--- config.mk ---
export PLATFORM = sky130hd
export DESIGN_NAME = dec_scan_sequencer_flat
export DESIGN_NICKNAME = d
export VERILOG_FILES = /design/src/rtl/dec_scan_sequencer_if.sv /design/src/rtl/dec_scan_sequencer.sv /design/src/flat_wrapper.sv
export SDC_FILE = /design/constraint.sdc
export NUM_CORES = 1
export LEC_CHECK = 0
export ABC_AREA = 1
export BUFFER_PORTS_ARGS = -buffer_cell sky130_fd_sc_hd__buf_2
export CAP_MARGIN = 20
export CORE_AREA = 2 2 76 78
export CTS_BUF_LIST = sky130_fd_sc_hd__clkbuf_4
export DETAILED_ROUTE_END_ITERATION = 7
export DIE_AREA = 0 0 78 80
export GPL_ROUTABILITY_DRIVEN = 0
export GPL_TIMING_DRIVEN = 0
export PLACE_DENSITY = 0.6
export SYNTH_ARGS = -nofsm -noshare
export SYNTH_HDL_FRONTEND = slang
export SYNTH_SLANG_ARGS = --single-unit
--- constraint.sdc ---
create_clock -name clk -period 1.65 [get_ports clk]
set_input_delay 0.33 -clock clk [delete_from_list [all_inputs] [get_ports clk]]
set_output_delay 0.33 -clock clk [all_outputs]
set_load 0.05 [all_outputs]
--- src/rtl/dec_scan_sequencer_if.sv ---
// Control/status bundle between a scan controller and dec_scan_sequencer.
// The sequencer side is the slave; sel/sel_en feed the 3:8 decoder directly.
interface dec_scan_sequencer_if #(
  parameter int DWELL_W = 8
);
  logic               start;
  logic               stop;
  logic [7:0]         mask;
  logic [DWELL_W-1:0] dwell;
  logic               one_shot;
  logic [2:0]         sel;
  logic               sel_en;
  logic               busy;
  logic               done;
  logic               wrap;

  modport master (
    output start, stop, mask, dwell, one_shot,
    input  sel, sel_en, busy, done, wrap
  );

  modport slave (
    input  start, stop, mask, dwell, one_shot,
    output sel, sel_en, busy, done, wrap
  );
endinterface

--- src/rtl/dec_scan_sequencer.sv ---
// Steps a 3-bit decoder select over the channels of a latched mask, holding each
// channel for dwell+1 cycles, in one-shot or continuous (wrapping) mode.
//
// state | meaning
// IDLE  | no channel selected; waiting for start with a non-zero mask
// SCAN  | sel_en high; counting down dwell on the current channel
module dec_scan_sequencer #(
  parameter int DWELL_W = 8
) (
  input logic                clk,
  input logic                rst_n,
  dec_scan_sequencer_if.slave bus
);
  typedef enum logic {IDLE = 1'b0, SCAN = 1'b1} state_t;

  state_t             state_q, state_d;
  logic [2:0]         sel_q, sel_d;
  logic [DWELL_W-1:0] cnt_q, cnt_d;
  logic [7:0]         mask_q, mask_d;
  logic [DWELL_W-1:0] dwell_q, dwell_d;
  logic               one_shot_q, one_shot_d;
  logic               done_q, done_d;
  logic               wrap_q, wrap_d;

  logic [2:0] low_in, low_q, next_q;
  logic       has_next;

  // Priority searches: lowest set bit of the live and latched masks, and the
  // first latched bit strictly above the current channel.
  always_comb begin
    logic found_in, found_q;
    low_in   = '0;
    low_q    = '0;
    next_q   = '0;
    has_next = 1'b0;
    found_in = 1'b0;
    found_q  = 1'b0;
    for (int i = 0; i < 8; i++) begin
      if (bus.mask[i] && !found_in) begin
        low_in   = 3'(i);
        found_in = 1'b1;
      end
      if (mask_q[i] && !found_q) begin
        low_q   = 3'(i);
        found_q = 1'b1;
      end
      if (mask_q[i] && (3'(i) > sel_q) && !has_next) begin
        next_q   = 3'(i);
        has_next = 1'b1;
      end
    end
  end

  always_ff @(posedge clk) begin
    if (!rst_n) begin
      state_q    <= IDLE;
      sel_q      <= '0;
      cnt_q      <= '0;
      mask_q     <= '0;
      dwell_q    <= '0;
      one_shot_q <= 1'b0;
      done_q     <= 1'b0;
      wrap_q     <= 1'b0;
    end else begin
      state_q    <= state_d;
      sel_q      <= sel_d;
      cnt_q      <= cnt_d;
      mask_q     <= mask_d;
      dwell_q    <= dwell_d;
      one_shot_q <= one_shot_d;
      done_q     <= done_d;
      wrap_q     <= wrap_d;
    end
  end

  always_comb begin
    state_d    = state_q;
    sel_d      = sel_q;
    cnt_d      = cnt_q;
    mask_d     = mask_q;
    dwell_d    = dwell_q;
    one_shot_d = one_shot_q;
    done_d     = 1'b0;
    wrap_d     = 1'b0;
    unique case (state_q)
      IDLE: begin
        if (bus.start && (bus.mask != 8'h00)) begin
          state_d    = SCAN;
          mask_d     = bus.mask;
          dwell_d    = bus.dwell;
          one_shot_d = bus.one_shot;
          sel_d      = low_in;
          cnt_d      = bus.dwell;
        end
      end
      SCAN: begin
        // stop wins over a channel end in the same cycle
        if (bus.stop) begin
          state_d = IDLE;
          sel_d   = '0;
        end else if (cnt_q != '0) begin
          cnt_d = cnt_q - 1'b1;
        end else if (has_next) begin
          sel_d = next_q;
          cnt_d = dwell_q;
        end else if (!one_shot_q) begin
          sel_d  = low_q;
          cnt_d  = dwell_q;
          wrap_d = 1'b1;
        end else begin
          state_d = IDLE;
          sel_d   = '0;
          done_d  = 1'b1;
        end
      end
      default: state_d = IDLE;
    endcase
  end

  assign bus.sel    = sel_q;
  assign bus.busy   = (state_q == SCAN);
  assign bus.sel_en = (state_q == SCAN);
  assign bus.done   = done_q;
  assign bus.wrap   = wrap_q;
endmodule
--- src/flat_wrapper.sv ---
// flat-port wrapper written by rule: the top's interface ports become plain ports
module dec_scan_sequencer_flat 
#(
  parameter int DWELL_W = 8
)
  (clk, rst_n, bus_start, bus_stop, bus_mask, bus_dwell, bus_one_shot, bus_sel, bus_sel_en, bus_busy, bus_done, bus_wrap);
  dec_scan_sequencer_if #(.DWELL_W(DWELL_W)) bus_i ();
  input logic clk;
  input logic rst_n;
  input wire logic [$bits(bus_i.start)-1:0] bus_start;
  input wire logic [$bits(bus_i.stop)-1:0] bus_stop;
  input wire logic [$bits(bus_i.mask)-1:0] bus_mask;
  input wire logic [$bits(bus_i.dwell)-1:0] bus_dwell;
  input wire logic [$bits(bus_i.one_shot)-1:0] bus_one_shot;
  output wire logic [$bits(bus_i.sel)-1:0] bus_sel;
  output wire logic [$bits(bus_i.sel_en)-1:0] bus_sel_en;
  output wire logic [$bits(bus_i.busy)-1:0] bus_busy;
  output wire logic [$bits(bus_i.done)-1:0] bus_done;
  output wire logic [$bits(bus_i.wrap)-1:0] bus_wrap;
  assign bus_i.start = bus_start;
  assign bus_i.stop = bus_stop;
  assign bus_i.mask = bus_mask;
  assign bus_i.dwell = bus_dwell;
  assign bus_i.one_shot = bus_one_shot;
  assign bus_sel = bus_i.sel;
  assign bus_sel_en = bus_i.sel_en;
  assign bus_busy = bus_i.busy;
  assign bus_done = bus_i.done;
  assign bus_wrap = bus_i.wrap;
  dec_scan_sequencer #(.DWELL_W(DWELL_W)) u_core (.clk(clk), .rst_n(rst_n), .bus(bus_i));
endmodule
==> results of run 1 <==
[metrics by stage]
stage / cell area (um2) / worst slack, ns / std cells / hold WS, ns
after detailed placement: 2080 / -0.0354 / 389 / 0.449
after CTS: 2160 / 0.00934 / 399 / 0.223
after global placement: 2080 / -0.0100 / 389 / 0.450
final: 2250 / 0.104 / 405 / 0.233
after floorplan: 1860 / 0.100 / 291 / 0.419
after global routing: 2250 / -0.0141 / 405 / 0.236
[power breakdown]
group	internal, W	switching (W)	total, W	leakage (nW)
Sequential	0.000817	0.0000571	0.000874	0.259
Combinational	0.000243	0.000418	0.000661	0.766
Clock	0.000156	0.000287	0.000443	0.0263
[metal layers]
metal	track usage	routed length (um)
met2	0.247	2220
met5	0	0
met1	0.226	2470
met4	0.0684	104
met3	0.0305	263
[layout by cell type (no fill, tap or decap), types with 9 or more instances in the layout]
| master | n |
|---|---|
| a21oi_1 | 29 |
| buf_2 | 30 |
| buf_4 | 10 |
| dfxtp_1 | 25 |
| inv_1 | 25 |
| inv_2 | 9 |
| nand2_1 | 51 |
| nand3_1 | 13 |
| nor2_1 | 57 |
| o21ai_0 | 22 |
[path summary, 6_finish.rpt]
kind | cells past startpoint | end | slack, ns
max | 10 | u_core.cnt_q[4]$_SDFFE_PN0P_ | 0.10
min | 3 | u_core.dwell_q[1]$_SDFFE_PN0P_ | 0.23
max reg2reg | 10 | u_core.cnt_q[4]$_SDFFE_PN0P_ | 0.10
min reg2reg | 2 | u_core.dwell_q[0]$_SDFFE_PN0P_ | 0.47
[logic make-up after synthesis]
family | count (synthesis)
buf+inv | 45
xor+xnor | 2
simple gates | 147
fa+ha+maj | 2
compound gates | 64
flops | 31
[timing repair]
action	CTS	global route
endpoints found under the hold margin	0	0
resized for setup	1	18
pin swaps	2	5
endpoints found under the setup margin	15	15
buffers inserted	2	6
hold buffers	0	0
[area by class of cell]
cell class,count,area share
Buffer,11,0.0312
Clock buffer,5,0.0167
Clock inverter,3,0.00668
Inverter,34,0.0568
Multi-Input combinational cell,215,0.482
Sequential cell,31,0.282
Tap cell,72,0.0401
Timing Repair Buffer,34,0.0846
[critical path: cells and delay by family (launching register included)]
kind / cells / cell delay (ns)
AND/OR/NAND/NOR: 7 / 0.69
flip-flops: 1 / 0.35
buffers and inverters: 2 / 0.23
adder cells (fa/ha/maj): 1 / 0.15
[sequential cells by signal, indices dropped and copies added, names as in the netlist]
name,cells
u_core.cnt_q,8
u_core.bus.wrap,1
u_core.one_shot_q,1
u_core.mask_q,8
u_core.dwell_q,8
u_core.bus.busy,1
u_core.bus.sel,3
u_core.bus.done,1
==> results.md, run 1 <==
- Seq/Total Area, Yosys: 0.334
- H-tree depth: 2
- Crit path largest cell delay: approximately 0.35 ns
- Crit path required time: 1.88 ns
- Cell mode on critical path: nand2_4
- Slew Viols, Final: 0
- Gr ovfl total: 0
- Chip Height: 80 um
- Leak: 1.05 nW
- #FFs+latches synth: 31
- GRT Overall Usage: 0.163
- IO Pins: 28
- Largest family of logic cells by synthesized area: simple AND/OR/NAND/NOR gates
- Top cells by area, synth: dfxtp_1 33%, nor2_1 12%, nand2_1 11%
- Final layout net count: between 300 and 400
- Synth warnings: 0
- Vias in the first global route: 1,682
- Routed wire length per instance: approximately 12 um
- Clock Latency Late Sink: between 0.3 and 0.4 ns
- Die area: 0.00624 mm2
- Crit Path Max Fanout: 10
- Fraction of the mapped netlist area in compound gates: 0.183
- Starting Density: 0.344
- Status: completed
- Synth Area in Simple Gates: 0.356
- 1st-iter DRT viols: between 100 and 150
- Hold_sp: bus_dwell[1]
- Max-cap viol count: 0
- # fillers: approximately 600
- # diodes: 0
- Post-synth design cell area: 0.00186 mm2
- Relative max-transition margin: 0.695
- Setup CP Type: reg2reg
- Layout cells sized above 1: 0.258
- Worst EP arrival: 1.78 ns
- Final Hold Vio Count: 0
- Top post-synthesis cells by count: 60 x nor2_1, 52 x nand2_1, 31 x dfxtp_1, 29 x a21oi_1, 28 x inv_1
- FP Rows: 27
- RR Startpoint: u_core.cnt_q[0]$_SDFFE_PN0P_
- First-pass GRT wire length: 7.91 mm
- Utilization after layout: 0.416
- Largest net degree at the start of global routing: 11
- Tot Pwr: approximately 0.0020 W
- Asr flop ratio synth: 0
- Peak VDD IR: around 520 uV
- Setup Skew: approximately 0.023 ns
- Setup crit end kind: flip-flop
- EDFF count, synth: 0
- Seq. cell area: roughly 630 um2
- Root Driver: clkbuf_4
- Die width: between 70 and 80 um
- Power per cell area: 880 mW/mm2
- Clock Sink Count: 31
- Antenna violations before repair: 0
- CORE AREA: ~0.0054 mm2
- Area growth syn-to-layout: 20.9%
- Post-route ant nets: 0
- Post-synthesis mux area share: 0
- CTS buffer count: 5
- Worst-path clk slew: between 0.1 and 0.15 ns
- Post-layout min period: approximately 1.5 ns
- Worst setup SP type: flip-flop
- Final TNS setup: 0 ns
- DR vias/cell: approximately 4.8
- Port-buffer cells: 26
- Critical-path top delay cell: dfxtp_2
- First drt pass iteration count: 4
- Vias after detailed routing: around 1,900
- Worst setup path start: u_core.cnt_q[0]$_SDFFE_PN0P_
- Clock Path Buffers: 2
- Drt drc: 0
- Post-DP HPWL: 3.74 mm
- Most common cell in the netlist: nor2_1
- Synth Instances: 291
- Adder-Cell Fraction of Synth Area: 0.0135
- Post-synth top area share: 0.334
- Crit share post-route: 0.937
- Post-synthesis area per instance: about 6.4 um2
- Post-synth net total: between 300 and 400
- Unrepaired setup endpoints after global routing: yes
- CTS tree: done
- Ys flop type: dfxtp_1
- Endpoints failing setup: 0
- Slew @ Worst Pin: 0.458 ns
- Yosys top cell by area: dfxtp_1
- Peak Freq: between 600 and 700 MHz
- Post-Synth XOR/XNOR Area: 0.00943
- Unique masters post-synth: 32
- Critical-path cell list: inv_2 -> ha_4 -> nand2_4 -> nor3_4 -> nand4_2 -> nand2_4 -> nand2_4 -> buf_6 -> nor2_1 -> nor2_1
- Multi-input logic area: roughly 0.0011 mm2
- Wirelength, routed: between 5 and 6 mm
- Worst Hold Class: in2reg
Power figures use the tool's default switching activity.
==> run 2, diff against run 1 <==
CORE_AREA = 4 4 78 80   (was 2 2 76 78)
DIE_AREA = 0 0 82 84   (was 0 0 78 80)
MAX_ROUTING_LAYER = met4   (was unset)
PLACE_DENSITY = 0.62   (was 0.6)
clock period = 1.4 ns   (was 1.65 ns; I/O delays follow)
==> run 2 against run 1 <==
Fmax grew 3.0%. Worst setup slack got worse by 0.20 ns. Core utilization increased by 3.1 points. Highest routed layer unchanged. Largest power group unchanged. Routed wire length up 1.7%. The flow now finishes with violations (negative setup slack). Total power grew 24%. First-iteration DRC count is 25% lower.
==> results.md, run 2 (synthesized netlist as in run 1, its figures left out) <==
- Vias after detailed routing: between 1,500 and 2,000
- R2R Setup Slk: -0.10 ns
- Setup CP Type: reg2reg
- Peak VDD IR: 386 uV
- Die width: roughly 82 um
- Status: finished, violations left
- Tot Pwr: around 0.0024 W
- Worst EP arrival: around 1.8 ns
- Clock Path Buffers: 2
- Port-buffer cells: 26
- Pre-CTS setup slack: -0.249 ns
- Hold_sp: bus_dwell[3]
- Peak Freq: around 670 MHz
- 1st-iter DRT viols: 100
- Gr ovfl total: 0
- Area growth syn-to-layout: 30.0%
- Crit path required time: 1.67 ns
- Hold-fix buffers, CTS: 0
- Relative max-transition margin: 0.680
- Final Non-Filler Cells: just over 400
- Starting Density: 0.344
- Power per cell area: between 1000 and 1500 mW/mm2
- Crit share post-route: 1.07
- Setup WS post-layout: -0.101 ns
- Leak: roughly 1.1 nW
- Slew @ Worst Pin: around 0.48 ns
- Largest regs: u_core.cnt_q: 8 flops, u_core.dwell_q: 8 flops, u_core.mask_q: 8 flops
- Final instance area: approximately 0.0024 mm2
- Setup crit end kind: flip-flop
- Post-DP HPWL: about 3.7 mm
- Worst-path clk slew: 0.12 ns
- # fillers: between 600 and 700
- Wirelength, routed: a little over 5 mm
- Unrepaired setup endpoints after global routing: yes
- Post-layout min period: between 1.5 and 2 ns
- Crit Path Max Fanout: 6
- Final layout net count: about 360
- Die area: 0.00689 mm2
- Clock Sink Count: 31
- Clock Latency Late Sink: 0.34 ns
- IO Pins: 28
- Worst setup path start: u_core.cnt_q[1]$_SDFFE_PN0P_
- Final Hold Vio Count: 0
- CTS tree: done
- # diodes: 0
- CORE AREA: between 0.005 and 0.006 mm2
- H-tree depth: 2
- CTS buffer count: 5
- First drt pass iteration count: 4
- Placed cell area: ~0.0021 mm2
- Worst Hold Class: in2reg
- Failing checks: negative setup slack
- Chip Height: 84 um
- Commonest non-fill, non-tap cell in the layout: nor2_1
- FP Rows: 27
- Layout cells sized above 1: 0.338
- DR vias/cell: 4.83
- RR Startpoint: u_core.cnt_q[1]$_SDFFE_PN0P_
- Slew Viols, Final: 0
- Routed wire length per instance: between 10 and 15 um
- Root Driver: clkbuf_4
- Setup Skew: approximately 0.018 ns
- Endpoints failing setup: 9
- Worst setup SP type: flip-flop
- Largest net degree at the start of global routing: 11
- Hold_ws: around 0.17 ns
- Antenna violations before repair: 0
- Max-cap viol count: 0
- Most frequent cells in the layout: 53 x nor2_1, 48 x nand2_1, 26 x buf_2
- Vias in the first global route: ~1,700
- GRT Overall Usage: 0.157
- Post-route ant nets: 0
- Drt drc: 0
- First-pass GRT wire length: 8.21 mm
- Placed instance count: roughly 400
-- run 2: changes by cell type in the layout (fill, tap and decap cells not counted), moves of 4 or more --
cell / change
buf_2: -4
a21oi_2: +4
a21oi_1: -4
dfxtp_2: +4
o21ai_0: -4
nor2_1: -4
dfxtp_1: -6
-- run 2: path summary, 6_finish.rpt --
path | to | cells past startpoint
setup / recovery | u_core.cnt_q[1]$_SDFFE_PN0P_ | 11
hold reg to reg | u_core.dwell_q[6]$_SDFFE_PN0P_ | 2
hold / removal | u_core.dwell_q[3]$_SDFFE_PN0P_ | 3
setup reg to reg | u_core.cnt_q[1]$_SDFFE_PN0P_ | 11
-- run 2: critical path, stage by stage, from the launching register on --
cell      delay (ns)
dfxtp_2         0.34
inv_2           0.07
ha_4            0.15
nand2_4         0.07
nor2_4          0.18
buf_6           0.16
nand2_1         0.06
o211ai_1        0.08
o21ai_0         0.13
nand2_2         0.09
nand2_2         0.04
nor2_1          0.08
-- run 2: per-stage QoR --
stage	util	setup TNS, ns
floorplan	-	-0.258
global placement	0.394	-3.72
detailed placement	0.394	-4.35
CTS	0.434	-0.459
global route	0.447	-1.48
finish	0.447	-0.439
-- run 2: repair_timing --
action	in CTS	in global routing
cloned	1	0
setup endpoints to repair	30	27
pin swaps	9	4
setup buffers	9	2
gates resized for setup	32	23
-- run 2: metal layers --
| metal | share of wire | global-route usage | vias to the layer above |
|---|---|---|---|
| met5 | 0 | - | - |
| met4 | 0.012 | 0.0453 | 0 |
| met3 | 0.044 | 0.0292 | 7 |
| met2 | 0.44 | 0.227 | 41 |
| met1 | 0.51 | 0.222 | 895 |
| li1 | - | - | 1033 |
-- run 2: area by class of cell --
class                   count  area (um2)  area share
clock buffers               5        37.5      0.0155
well taps                  72        90.1      0.0373
clock inverters             3        13.8     0.00570
multi-input cells         215        1160       0.481
inverters                  34         140      0.0580
flip-flops and latches     31         646       0.267
plain buffers              11        98.8      0.0409
repair buffers             38         228      0.0943
-- run 2: where the power goes --
group          switching, W  total [W]  internal, W
registers         0.0000740    0.00104     0.000965
logic              0.000534   0.000880     0.000346
clock network      0.000341   0.000526     0.000186
==> run 3, diff against run 2 <==
--- a/config.mk
+++ b/config.mk
@@ -10,2 +10,4 @@
 export CAP_MARGIN = 20
+export CELL_PAD_IN_SITES_DETAIL_PLACEMENT = 1
+export CELL_PAD_IN_SITES_GLOBAL_PLACEMENT = 1
 export CORE_AREA = 4 4 78 80
@@ -17,3 +19,3 @@
 export MAX_ROUTING_LAYER = met4
-export PLACE_DENSITY = 0.62
+export PLACE_DENSITY = 0.8
 export SYNTH_ARGS = -nofsm -noshare
==> constraint.sdc (replaced) <==
create_clock -name clk -period 1.4 [get_ports clk]
set_input_delay 0.35 -clock clk [delete_from_list [all_inputs] [get_ports clk]]
set_output_delay 0.35 -clock clk [all_outputs]
set_load 0.05 [all_outputs]
==> run 3 against run 2 <==
The run still ends with negative setup slack left. Core utilization rose by 3.9 points. Clock-buffer cell count rose by 1. Critical path depth did not move. Flip-flop and latch count did not move. Critical endpoint is now u_core.cnt_q[3]$_SDFFE_PN0P_.
==> results.md, run 3 (synthesized netlist as in run 1, its figures left out) <==
- Leak: between 1 and 1.5 nW
- Crit Path Max Fanout: 6
- Post-DP HPWL: about 4.5 mm
- Logic pwr share: 0.395
- Setup Skew: around 0.0065 ns
- R2R Setup Slk: -0.19 ns
- CTS buffer count: 5
- Gr ovfl total: 0
- Power per cell area: 1010 mW/mm2
- R2R depth: 11
- # diodes: 0
- Peak Freq: 628 MHz
- Layout cells sized above 1: 0.419
- Critical-path cell list: inv_2 -> ha_4 -> nand2_4 -> nor2_4 -> buf_6 -> buf_6 -> a21oi_2 -> o21ai_1 -> a21oi_1 -> nor2_1 -> nor2_1
- Endpoints failing setup: 12
- Placed cell area: 0.00213 mm2
- RR Startpoint: u_core.cnt_q[0]$_SDFFE_PN0P_
- Routed wire length per instance: roughly 17 um
- Sw Pwr: around 0.0011 W
- Unrepaired setup endpoints after global routing: yes
- Failing checks: negative setup slack
- First drt pass iteration count: 4
- Placed instance count: 389
- Cell Int Power: approximately 0.0016 W
- Final instance area: about 0.0026 mm2
- Final layout net count: approximately 360
- Slew Viols, Final: 0
- Worst Hold Class: in2reg
- Largest regs: u_core.cnt_q: 8 flops, u_core.dwell_q: 8 flops, u_core.mask_q: 8 flops
- Wirelength, routed: between 6 and 7 mm
- Clock power share: 0.204
- Max-cap viol count: 0
- Critical-path top delay cell: dfxtp_2
- Crit path largest cell delay: ~0.34 ns
- H-tree depth: 2
- Drt drc: 0
- Final Hold Vio Count: 0
- Crit share post-route: 1.14
- Relative max-transition margin: 0.657
- Hold_sp: bus_dwell[2]
- Hold Crit Depth: 3
- Chip Height: between 80 and 90 um
- Peak VDD IR: approximately 470 uV
- Hold path endpoint: u_core.dwell_q[2]$_SDFFE_PN0P_
- Commonest non-fill, non-tap cell in the layout: nand2_1
- Clock Sink Count: 31
- Setup CP Type: reg2reg
- Status: finished, violations left
- Die area: between 0.006 and 0.007 mm2
- Vias in the first global route: 2,183
- Post-layout min period: 1.59 ns
- R2r endpoint: u_core.cnt_q[3]$_SDFFE_PN0P_
- Slew @ Worst Pin: slightly above 0.5 ns
- CORE AREA: 0.00541 mm2
- IO Pins: 28
- Kind of cell adding the most delay to the critical path: simple AND/OR/NAND/NOR gates
- Area growth syn-to-layout: 41.3%
- Tot Pwr: 0.00265 W
- Die width: roughly 80 um
- Largest net degree at the start of global routing: 11
- Net Sw Frac: 0.405
- Final TNS setup: -1.38 ns
- FP Rows: 27
- Antenna violations before repair: 0
- Starting Density: 0.344
- Vias after detailed routing: between 2,000 and 2,500
- Most frequent cells in the layout: 42 x nand2_1, 41 x nor2_1, 24 x buf_2
- Hold_ws: roughly 0.26 ns
- Post-route ant nets: 0
- Clock Latency Late Sink: about 0.35 ns
- Crit path required time: around 1.7 ns
- Setup WS post-layout: -0.193 ns
- Final Non-Filler Cells: 411
- First-pass GRT wire length: approximately 11 mm
- Root Driver: clkbuf_4
- Port-buffer cells: 26
- Worst EP arrival: ~1.8 ns
- DR vias/cell: approximately 5.2
- Flop pwr share: 0.400
- Setup crit end kind: flip-flop
- GRT Overall Usage: 0.210
- Worst-path clk slew: 0.10 ns
- Clock Path Buffers: 2
- CTS tree: done
- Worst setup SP type: flip-flop
- 1st-iter DRT viols: a little over 90
- CP bufs+invs: 3
==> run 3: worst max path at each step <==
stage	start	end	slack [ns]	cells after the start
after detailed placement	bus_mask[0]	u_core.dwell_q[0]$_SDFFE_PN0P_	-0.33	9
after floorplan	u_core.bus.sel[2]$_SDFFE_PN0P_	u_core.cnt_q[6]$_SDFFE_PN0P_	-0.05	10
after global placement	u_core.cnt_q[0]$_SDFFE_PN0P_	u_core.cnt_q[6]$_SDFFE_PN0P_	-0.28	10
after CTS	u_core.cnt_q[1]$_SDFFE_PN0P_	u_core.cnt_q[6]$_SDFFE_PN0P_	-0.09	10
after global routing	u_core.bus.sel[1]$_SDFFE_PN0P_	u_core.cnt_q[1]$_SDFFE_PN0P_	-0.30	11
final	u_core.cnt_q[0]$_SDFFE_PN0P_	u_core.cnt_q[3]$_SDFFE_PN0P_	-0.19	11
==> run 3: power groups by stage <==
| stage | sequential (W) | combinational [W] | clock (W) |
|---|---|---|---|
| floorplan | 0.00107 | 0.000523 | 0 |
| global placement | 0.00105 | 0.000731 | 0 |
| detailed placement | 0.00105 | 0.000750 | 0 |
| global route | 0.00107 | 0.00115 | 0.000592 |
| CTS | 0.00104 | 0.000864 | 0.000553 |
| finish | 0.00106 | 0.00105 | 0.000542 |
==> run 3: metrics by stage <==
step | util | setup slack, ns
6_report | 0.486 | -0.193
5_1_grt | 0.486 | -0.295
4_1_cts | 0.435 | -0.0946
3_5_place_dp | 0.394 | -0.330
3_3_place_gp | 0.394 | -0.275
2_1_floorplan | - | -0.0518
==> run 3: area by class of cell <==
| type | instances | area (um2) |
|---|---|---|
| tap | 72 | 90.1 |
| clock buffer | 6 | 45.0 |
| fill | 707 | 2780 |
| clock inverter | 2 | 7.51 |
| buffer | 11 | 104 |
| sequential | 31 | 644 |
| inverter | 34 | 138 |
| multi-input combinational | 215 | 1320 |
| timing repair buffer | 40 | 282 |
==> run 3: worst min-delay path, delay by kind of cell <==
kind | cells | cell delay [ns]
buffers and inverters | 1 | 0.09
and+or+nand+nor | 2 | 0.12
==> run 3: per-layer routing <==
layer / share of wire / track usage
met5: 0 / -
met4: 0.026 / 0.0785
met3: 0.067 / 0.0400
met2: 0.49 / 0.323
met1: 0.41 / 0.270
==> run 3: timing repair <==
item,CTS,global route
endpoints found under the hold margin,0,0
pin swaps,10,26
gates resized for setup,44,51
cloned,1,1
hold buffers,0,0
buffers inserted,5,7
setup endpoints to repair,31,30
